===== config.mk =====
export PLATFORM = sky130hd
export DESIGN_NAME = clk_step_ctrl
export DESIGN_NICKNAME = d
export VERILOG_FILES = /design/src/rtl/clk_step_pkg.sv /design/src/rtl/btn_debounce.sv /design/src/rtl/clk_step_ctrl.sv
export SDC_FILE = /design/constraint.sdc
export NUM_CORES = 1
export LEC_CHECK = 0
export ABC_CLOCK_PERIOD_IN_PS = 1900
export CORE_UTILIZATION = 35
export DETAILED_ROUTE_END_ITERATION = 12
export GPL_ROUTABILITY_DRIVEN = 0
export SYNTH_ARGS = -nofsm -noshare
export SYNTH_HDL_FRONTEND = slang
export SYNTH_HIERARCHICAL = 1
export SYNTH_SLANG_ARGS = --single-unit

===== constraint.sdc =====
create_clock -name clk -period 1.9 [get_ports clk]
set_clock_uncertainty 0.15 [all_clocks]
set_input_delay 0.38 -clock clk [delete_from_list [all_inputs] [get_ports clk]]
set_output_delay 0.38 -clock clk [all_outputs]
set_load 0.01 [all_outputs]

===== src/rtl/clk_step_pkg.sv =====
// Shared types and constants for the front-panel step controller.
package clk_step_pkg;

  typedef enum logic [1:0] {
    LOW    = 2'd0,
    ARM_HI = 2'd1,
    HIGH   = 2'd2,
    ARM_LO = 2'd3
  } deb_state_t;

  localparam logic SEL_MANUAL = 1'b0;
  localparam logic SEL_SLOW   = 1'b1;

  localparam int SYNC_DEPTH = 2;

endpackage


===== src/rtl/btn_debounce.sv =====
// Synchronizes and debounces the manual button; man_evt is a one-cycle registered pulse
// DEBOUNCE_CYCLES stable samples after the synchronized rise; no backpressure, force_en realigns state.
module btn_debounce
  import clk_step_pkg::*;
#(
  parameter int DEBOUNCE_CYCLES = 4
) (
  input  logic clk,
  input  logic reset,
  input  logic din,
  input  logic force_en,
  input  logic force_level,
  output logic man_evt,
  output logic sync_level
);

  localparam int CW = $clog2(DEBOUNCE_CYCLES + 1);
  localparam logic [CW-1:0] CNT_LAST = CW'(DEBOUNCE_CYCLES - 1);
  localparam bit SINGLE = (DEBOUNCE_CYCLES == 1);

  logic [SYNC_DEPTH-1:0] sync_q;
  deb_state_t            state, state_nx;
  logic [CW-1:0]         cnt, cnt_nx;
  logic                  evt_nx;

  assign sync_level = sync_q[SYNC_DEPTH-1];

  always_ff @(posedge clk) begin
    if (reset) begin
      sync_q  <= '0;
      state   <= LOW;
      cnt     <= '0;
      man_evt <= 1'b0;
    end else begin
      sync_q  <= {sync_q[SYNC_DEPTH-2:0], din};
      state   <= state_nx;
      cnt     <= cnt_nx;
      man_evt <= evt_nx;
    end
  end

  always_comb begin
    state_nx = state;
    cnt_nx   = cnt;
    evt_nx   = 1'b0;
    if (force_en) begin
      // Realign silently to the level already present so a source switch never fires a step.
      state_nx = force_level ? HIGH : LOW;
      cnt_nx   = '0;
    end else begin
      case (state)
        LOW: begin
          if (sync_level) begin
            if (SINGLE) begin
              state_nx = HIGH;
              evt_nx   = 1'b1;
            end else begin
              state_nx = ARM_HI;
              cnt_nx   = CW'(1);
            end
          end
        end
        ARM_HI: begin
          if (!sync_level) begin
            state_nx = LOW;
          end else if (cnt == CNT_LAST) begin
            state_nx = HIGH;
            evt_nx   = 1'b1;
          end else begin
            cnt_nx = cnt + CW'(1);
          end
        end
        HIGH: begin
          if (!sync_level) begin
            if (SINGLE) begin
              state_nx = LOW;
            end else begin
              state_nx = ARM_LO;
              cnt_nx   = CW'(1);
            end
          end
        end
        ARM_LO: begin
          if (sync_level) begin
            state_nx = HIGH;
          end else if (cnt == CNT_LAST) begin
            state_nx = LOW;
          end else begin
            cnt_nx = cnt + CW'(1);
          end
        end
        default: state_nx = LOW;
      endcase
    end
  end

endmodule


===== src/rtl/clk_step_ctrl.sv =====
// Turns manual/slow step sources into one-cycle step_en pulses; step_en 7 cycles after a manual
// rise (default debounce), 4 after a slow edge; ready low holds one pending step, further events set overrun.
module clk_step_ctrl
  import clk_step_pkg::*;
#(
  parameter int DEBOUNCE_CYCLES = 4,
  parameter int CNT_W           = 16
) (
  input  logic             clk,
  input  logic             reset,
  input  logic             manual,
  input  logic             slow,
  input  logic             select,
  input  logic             halt,
  input  logic             ready,
  output logic             step_en,
  output logic             pending,
  output logic             overrun,
  output logic [CNT_W-1:0] step_count,
  output logic             sel_sync
);

  logic [SYNC_DEPTH-1:0] slow_sq, sel_sq;
  logic slow_s, sel_s, slow_prev, slow_evt, blank_q;
  logic man_evt, man_sync;
  logic sel_chg, evt, evt_ok, issue;

  assign slow_s  = slow_sq[SYNC_DEPTH-1];
  assign sel_s   = sel_sq[SYNC_DEPTH-1];
  assign sel_chg = (sel_s != sel_sync);

  btn_debounce #(
    .DEBOUNCE_CYCLES(DEBOUNCE_CYCLES)
  ) u_btn (
    .clk        (clk),
    .reset      (reset),
    .din        (manual),
    .force_en   (sel_chg),
    .force_level(man_sync),
    .man_evt    (man_evt),
    .sync_level (man_sync)
  );

  // Events are blanked on the switch cycle and the one after it.
  assign evt    = ((sel_sync == SEL_SLOW) ? slow_evt : man_evt) & ~sel_chg & ~blank_q;
  assign evt_ok = evt & ~halt;
  // ~step_en keeps pulses at least two cycles apart when an event re-arms pending during an issue.
  assign issue  = pending & ready & ~step_en & ~sel_chg;

  always_ff @(posedge clk) begin
    if (reset) begin
      slow_sq    <= '0;
      sel_sq     <= '0;
      slow_prev  <= 1'b0;
      slow_evt   <= 1'b0;
      sel_sync   <= SEL_MANUAL;
      blank_q    <= 1'b0;
      step_en    <= 1'b0;
      pending    <= 1'b0;
      overrun    <= 1'b0;
      step_count <= '0;
    end else begin
      slow_sq   <= {slow_sq[SYNC_DEPTH-2:0], slow};
      sel_sq    <= {sel_sq[SYNC_DEPTH-2:0], select};
      slow_prev <= slow_s;
      slow_evt  <= slow_s & ~slow_prev & ~sel_chg;
      sel_sync  <= sel_s;
      blank_q   <= sel_chg;
      step_en   <= issue;
      if (issue)
        step_count <= step_count + CNT_W'(1);
      if (sel_chg)
        pending <= 1'b0;
      else if (evt_ok)
        pending <= 1'b1;
      else if (issue)
        pending <= 1'b0;
      if (evt_ok && pending && !issue)
        overrun <= 1'b1;
    end
  end

endmodule


-- After elaboration in Yosys (flattened, before gate mapping)
Cells that the tools add are included.
- input bits: 7
- bits in writable memories: 0
- memories: 0
- ROM bits: 0
- bits in latches: 0
- output and inout port bits: 20
- flip-flop bits (word level): 35
- logic and storage cells: 72
- div/mod/pow operators: 0
- equal/unequal tests: 13
- add/subtract/negate cells: 2
- bitwise gates (word level): 15
- $mul: 0
- multiplexer cells: 19
- shifts and indexed selects: 0
- $lt $le $gt $ge: 0
- reductions and logical operators: 9
- operators with widths (cell ; number):
    adder 16 x 1 -> 16 bit, second input constant ; 1
    two-way mux 2 bit ; 8
    two-way mux 3 bit ; 5
    case mux 3 bit (4 select lines) ; 1
    AND 1 bit ; 8
    case mux 2 bit (4 select lines) ; 1
    AND reduction 4 bit ; 2
    inverter 1 bit ; 7
    equality test 2 bit, second input constant ; 2
    two-way mux 1 bit ; 4
    inequality test 2 x 1 -> 1 bit, second input constant ; 2
    inequality test 2 bit, second input constant ; 2
    inequality test 4 x 2 -> 1 bit, second input constant ; 1
    inequality test 4 bit, second input constant ; 1
    OR reduction 4 bit ; 1
    adder 3 x 1 -> 3 bit, second input constant ; 1
    equality test 3 x 2 -> 1 bit, second input constant ; 1
    inequality test 3 x 2 -> 1 bit, second input constant ; 1
    inequality test 3 bit, second input constant ; 1
    equality test 2 x 1 -> 1 bit, second input constant ; 1
    logical AND 1 bit ; 2
    zero test 2 bit ; 1
    nonzero test 2 bit ; 1
    OR reduction 2 bit ; 1
    2 further kinds ; 2

-- Logic depth before layout (Yosys ltp)
Gate-level depths: netlist of the first run.
- depth after elaboration: 7
- depth in mapped cells: 6
- mapped depth without buffers: 5

-- Hierarchy
The synthesis of the first run kept the hierarchy.
- by module, submodules not included (module ; sequential area each (sq um) ; area an instance (sq um) ; cells an instance ; times used):
    clk_step_ctrl ; 540.5 ; 1109.8 ; 117 ; 1
    btn_debounce ; 160.2 ; 346.6 ; 37 ; 1

-- Worst setup path after synthesis of the first run
No wires, ideal clock.
- path kind: register -> register
- start: reg sel_sync
- end: reg step_count[13]
- required time: 1679 ps
- cell stages (with the launch flop): 6
- slack: 112 ps
- setup time: 71 ps
- data arrival time: 1568 ps
- buffers on the path: 1
- clock period less this slack: 1788 ps
- path through: dfxtp_1 > xnor2_4 > nand4_4 > buf_6 > or4_1 > a21oi_1
- cells in the longest elaborated chain, start to end: 3
- RTL lines (item ; line ; RTL):
    start, declared ; clk_step_ctrl.sv:20 ; output logic sel_sync
    start signal, assigned ; clk_step_ctrl.sv:67 ; sel_sync <= sel_s;
    inequality test 1 bit ; clk_step_ctrl.sv:30 ; assign sel_chg = (sel_s != sel_sync);
    inverter 1 bit ; clk_step_ctrl.sv:48 ; assign issue = pending & ready & ~step_en & ~sel_chg;
    AND 1 bit ; clk_step_ctrl.sv:48 ;
    end signal, assigned ; clk_step_ctrl.sv:71 ; step_count <= step_count + CNT_W'(1);
    end, declared ; clk_step_ctrl.sv:19 ; output logic [CNT_W-1:0] step_count,
Every way passes these cells.
A chain may end at the register's enable or synchronous reset.

-- Worst setup path in the final report of the first run
- start: in ready
- end: reg step_count[11]
- cells in the longest elaborated chain, start to end: 3
- RTL lines (item ; line ; RTL):
    start, declared ; clk_step_ctrl.sv:15 ; input logic ready,
    AND 1 bit (3 in a row) ; clk_step_ctrl.sv:48 ;
Every way passes these cells.

==> run summary, run 1 <==
Synth Area per Inst -> 9.46 sq um
switch share -> 21.7%
FF-to-FF path depth -> 5
CP Buf/Inv Count -> 2
Critical-path top delay cell -> clkdlybuf4s50_1
syn nets -> 164
critical path capture point -> step_count[11]
PortBufs -> 26
Layout Nets -> 203
initial drt markers -> 92
Synth Area in Compound Gates -> 14.5%
maximum buffer depth of the clock tree -> 2
H-tree Lvls -> 2
R2R setup slack -> 140 ps
Synth Register Bits -> 35
Crit path depth -> 6
core area -> 0.00400 sq mm
TNS Setup -> 0 ps
worst slew pin tran -> 332 ps
hold buffer count at CTS -> 0
Critical Path Start -> ready
Antenna diodes -> 0
wire length per cell -> 12.5 microns
CP peak stage delay -> 450 ps
Clk Latency, worst-skew pair -> 280 ps
DP HPWL -> 2100 microns
I/O pins -> 27
worst r2r dst -> step_count[11]
First-pass DRT Iterations -> 4
Seq pwr share -> 58.0%
critical path capture point type -> register
status -> finished clean
GRT Resource Usage Total -> 15.7%
Clock transition at path regs -> 70 ps
die area -> 0.00442 sq mm
Synth Flop Type -> dfxtp_1
Root Buffer -> clkbuf_8
synth warn -> 6
mapped cell area -> 0.00146 sq mm
synth top area cells -> dfxtp_1 (48%), a21oi_1 (5.5%), o31ai_1 (4.6%)
Routed WL -> 3020 microns
worst path required time -> 1910 ps
mux contribution to synthesized area -> 0%
initial antenna violation count -> 0
FP Rows -> 23
leading area contributor after synthesis -> dfxtp_1
Max Fclk -> 0.530 GHz
RSZ-0062 raised after global routing -> true
CTS Sinks -> 35
Worst Hold Class -> register to register
Initial Utilization -> 36.4%
cells along the critical path -> clkdlybuf4s50_1 -> and3b_2 -> nand4_2 -> buf_4 -> o31ai_1 -> a21oi_1
Logic pwr share -> 5.0%
Arr. time, crit path -> 1900 ps
Clock Power Share -> 37.0%
number of vias per cell -> 5.28
crit-path max FO -> 8
Area Growth Syn to Fin -> 32.0%
Max-Cap Viols -> 0
ys async rst share -> 0%
# DRC -> 0
layout cells sized above 1 -> 13.5%
Synth Instances -> 154
Fin. Hold Viols -> 0
Tcrit/Tclk final -> 99.3%
Die X-Extent -> 66.5 microns
CP startpoint kind -> primary input
pwr dens -> 680 mW/mm^2
vias in the first global route -> 1,182
VDD IR max -> 0.358 mV
Final ANT Viol Nets -> 0
max-slew violations -> 0
post-CTS setup buffers -> 0
Slew headroom -> 77.7%
largest net degree at the start of global routing -> 16
Post-Synth Simple-Gate Area -> 27.3%
main combinational cell family by area after synthesis -> simple AND/OR/NAND/NOR gates
GRT overflow -> 0
Num CTS Buffers -> 5
Die H -> 66.5 microns
Psw -> 283 uW
Post-Synth XOR/XNOR Area -> 4.90%
Yosys cell types -> 34
adder-cell share of the synthesized area -> 2.58%
Power, Total -> 1310 uW
first-pass GRT wire length -> 5100 microns
Setup CP Type -> primary input to register
Synth top area share -> 48.1%
Pint -> 1020 uW
Via Count -> 1,277
fin crit period -> 1890 ps
Leak Pwr -> 0.000643 uW
r2r startpoint -> sel_sq[1]
# setup viols final -> 0
Seq/Total Area, Yosys -> 48.1%
CP delay by family, top -> buffers and inverters
CTS tree -> done
Post-synth EDFFs -> 0
cells in the mapped netlist (2+ instances only):
master	n
nand2_1	8
nor2_1	9
dfxtp_1	35
o21ai_0	2
nand2b_1	2
inv_1	3
o21ai_1	4
o31ai_1	9
or3_1	3
and3_1	2
or4_1	9
nand3_1	11
nor3_1	3
xor2_1	4
ha_1	3
a21oi_1	16
and4_1	2
clkbuf_1	3
a211oi_1	2
nand4_1	2
nor2b_1	9
power by group through the flow:
stage	Clock [uW]	Combinational (uW)	Sequential, uW
3_5_place_dp	0	65.3	775
6_report	484	65.1	759
3_3_place_gp	0	63.1	774
4_1_cts	501	66.0	758
2_1_floorplan	0	36.2	773
5_1_grt	530	72.2	760
sequential cells by signal, summed over array words and instances (netlist names), named ones only:
name and flops:
u_btn/sync_q 2, u_btn/state 1, slow_sq 2, slow_prev 1
pending 1, slow_evt 1, step_en 1, sel_sync 1
sel_sq 2, step_count 16, overrun 1, u_btn/cnt 3
blank_q 1, u_btn/man_evt 1
cells in the final DEF, fill, tap and decap left out, drive strengths merged:
cell type      count
xor2               4
nor3               3
or2                1
ha                 3
nor4               1
dfxtp             35
and4               2
inv                4
and3               2
or3b               1
xnor2              2
nand3             11
nand4b             1
a21oi             16
a211oi             3
or3                3
a31oi              1
nor2b              9
and2               1
nand2              8
nand2b             2
o21ai              6
clkdlybuf4s50     26
and3b              1
nand4              4
buf                9
or4                9
o31ai              9
clkbuf             6
nor2               9
routing by layer:
layer,vias up,GRT usage (%),share of wire (%)
met5,-,0,0
met4,0,10.9,3.0
met3,9,4.28,3.9
met2,33,24.2,46
met1,591,18.7,47
li1,644,-,-
worst min-delay path by stage:
| stage | from | cells past startpoint | slack (ps) | to |
|---|---|---|---|---|
| global placement | slow_prev | 1 | 220 | slow_evt |
| finish | slow_prev | 1 | 230 | slow_evt |
| CTS | slow_prev | 1 | 230 | slow_evt |
| floorplan | slow_prev | 1 | 220 | slow_evt |
| global route | slow_prev | 1 | 230 | slow_evt |
| detailed placement | slow_prev | 1 | 220 | slow_evt |
cell families (layout without fill, tap and decap cells):
group,count (synthesis),count (layout)
xor+xnor,6,6
compound gates,35,35
simple gates,67,68
fa+ha+maj,3,3
flops,35,35
buf+inv,8,45
metrics by stage:
stage	util, %	setup slack, ps	hold WS (ps)	instances	instance area (sq um)
after detailed placement	45.6	-339	224	235	1820
after global routing	48.0	-44.4	230	242	1920
after CTS	47.8	6.56	228	242	1910
final	48.0	13.5	228	242	1920
after global placement	45.6	-308	221	235	1820
after floorplan	-	112	217	154	1460
final cells by class:
cell class / count / area (sq um)
clock buffer: 6 / 72.6
multi-input combinational: 112 / 737
timing repair buffer: 35 / 328
inverter: 4 / 15.0
tap: 50 / 62.6
sequential: 35 / 707
fill: 391 / 2080
repair_timing:
action / CTS / global route
pin swaps: 0 / 3
setup endpoints to repair: 8 / 11
gates resized for setup: 2 / 5
gates cloned: 1 / 0
No activity file was read; power rests on OpenSTA's default activity.
==> run 2, diff against run 1 <==
--- a/config.mk
+++ b/config.mk
@@ -11,2 +11,3 @@
 export GPL_ROUTABILITY_DRIVEN = 0
+export REMOVE_ABC_BUFFERS = 1
 export SYNTH_ARGS = -nofsm -noshare
--- a/constraint.sdc
+++ b/constraint.sdc
@@ -4,2 +4,2 @@
 set_output_delay 0.38 -clock clk [all_outputs]
-set_load 0.01 [all_outputs]
+set_load 0.005 [all_outputs]
==> run 2 against run 1 <==
  * Combinational power rose by 2%
  * Via count rose by 2.3%
  * Worst setup slack improved by 23 ps
  * Critical endpoint is now step_count[8]
  * Largest cell class unchanged
==> run summary, run 2 (same netlist as run 1, synthesis figures left out) <==
Setup CP Type -> primary input to register
Pint -> 1110 uW
filler cell count -> 367
commonest non-fill, non-tap cell in the layout -> dfxtp_1
Worst Hold Class -> register to register
pwr dens -> 702 mW/mm^2
Antenna diodes -> 0
die area -> 0.00442 sq mm
final core occ -> 50.0%
Via Count -> 1,307
switch share -> 20.9%
most frequent cells in the layout -> dfxtp_1 (32), clkdlybuf4s50_1 (26), a21oi_1 (13)
Leak Pwr -> 0.000674 uW
vias in the first global route -> 1,215
Num CTS Buffers -> 5
Routed WL -> 3190 microns
CP delay by family, top -> simple AND/OR/NAND/NOR gates
max-slew violations -> 0
Initial Utilization -> 36.4%
wire length per cell -> 12.9 microns
# DRC -> 0
Cells after DPL -> 235
status -> finished clean
Die H -> 66.5 microns
Fin. Hold Viols -> 0
GRT Resource Usage Total -> 15.8%
FP Rows -> 23
VDD IR max -> 0.470 mV
DP HPWL -> 2170 microns
Arr. time, crit path -> 1930 ps
sequential cell area -> 704 sq um
Die X-Extent -> 66.5 microns
Top reg by flops -> step_count
CTS Sinks -> 35
biggest registers after layout -> step_count x16, u_btn/cnt x3
Slew headroom -> 78.1%
CP startpoint kind -> primary input
Area Growth Syn to Fin -> 37.4%
area of the multi-input gates -> 768 sq um
Psw -> 294 uW
TNS Setup -> 0 ps
core area -> 0.00400 sq mm
Clk Latency, worst-skew pair -> 280 ps
First-pass DRT Iterations -> 4
layout cells sized above 1 -> 17.8%
Layout Nets -> 206
cells along the critical path -> clkdlybuf4s50_1 -> and3b_2 -> nand4_4 -> or4_4 -> a21oi_2
fin crit period -> 1860 ps
GRT overflow -> 0
initial antenna violation count -> 0
Max Fclk -> 0.536 GHz
critical path capture point type -> register
Clock transition at path regs -> 70 ps
max reg flops -> 16
Seq pwr share -> 54.0%
CP peak stage delay -> 550 ps
final cell count without fillers -> 247
Logic pwr share -> 4.7%
first-pass GRT wire length -> 5260 microns
largest net degree at the start of global routing -> 16
initial drt markers -> 58
Max-Cap Viols -> 0
worst slew pin tran -> 328 ps
crit-path max FO -> 8
maximum buffer depth of the clock tree -> 2
Tcrit/Tclk final -> 98.1%
CTS tree -> done
worst path required time -> 1970 ps
# setup viols final -> 0
H-tree Lvls -> 2
final instance area -> 0.00200 sq mm
Hold WS -> 244 ps
CP Buf/Inv Count -> 1
Root Buffer -> clkbuf_8
Critical-path top delay cell -> or4_4
Clock Power Share -> 41.3%
I/O pins -> 27
area post-placement -> 0.00182 sq mm
Final ANT Viol Nets -> 0
number of vias per cell -> 5.29
PortBufs -> 26
==> run 2: cell count changes in the layout (fill, tap and decap cells not counted), moves of 2 or more <==
cell,before,now
or4_1,9,6
dfxtp_1,30,32
dfxtp_2,5,3
a21oi_2,0,3
buf_4,9,12
a21oi_1,16,13
or4_4,0,3
clkbuf_8,5,7
==> run 2: final timing paths <==
| kind | start | end | slack [ps] | cells past startpoint |
|---|---|---|---|---|
| worst max-delay path | ready | step_count[8] | 40 | 5 |
| worst min-delay path | slow_prev | slow_evt | 240 | 1 |
| worst max register to register | step_count[6] | step_count[13] | 130 | 4 |
| worst min register to register | slow_prev | slow_evt | 240 | 1 |
==> run 2: area by class of cell <==
type	instances	share of cell area [%]
repair buffers	38	17.5
well taps	50	3.13
flip-flops and latches	35	35.2
clock buffers	8	5.00
multi-input cells	112	38.4
inverters	4	0.750
==> run 2: per-stage QoR <==
stage,worst slack (ps),power [uW]
after floorplan,142,804
after global placement,-301,837
after detailed placement,-341,840
after CTS,9.17,1430
after global routing,-3.33,1470
final,36.1,1400
==> run 2: repair_timing <==
action,CTS,global route
endpoints found under the setup margin,7,11
buffers inserted,1,2
pin swaps,1,4
cloned,1,0
gates resized for setup,3,9
hold buffers,0,0
==> run 2: metal layers <==
metal | share of wire, % | track usage (%) | up-vias
li1 | - | - | 651
met1 | 45 | 17.9 | 617
met2 | 49 | 26.3 | 30
met3 | 3.7 | 3.94 | 9
met4 | 2.7 | 10.4 | 0
met5 | 0 | 0 | -
==> run 2: power groups by stage <==
stage | sequential, uW | clock (uW) | combinational, uW
after floorplan | 773 | 0 | 31.1
after global placement | 774 | 0 | 62.8
after detailed placement | 775 | 0 | 65.2
after CTS | 758 | 606 | 66.4
after global routing | 760 | 638 | 73.6
final | 759 | 580 | 66.1
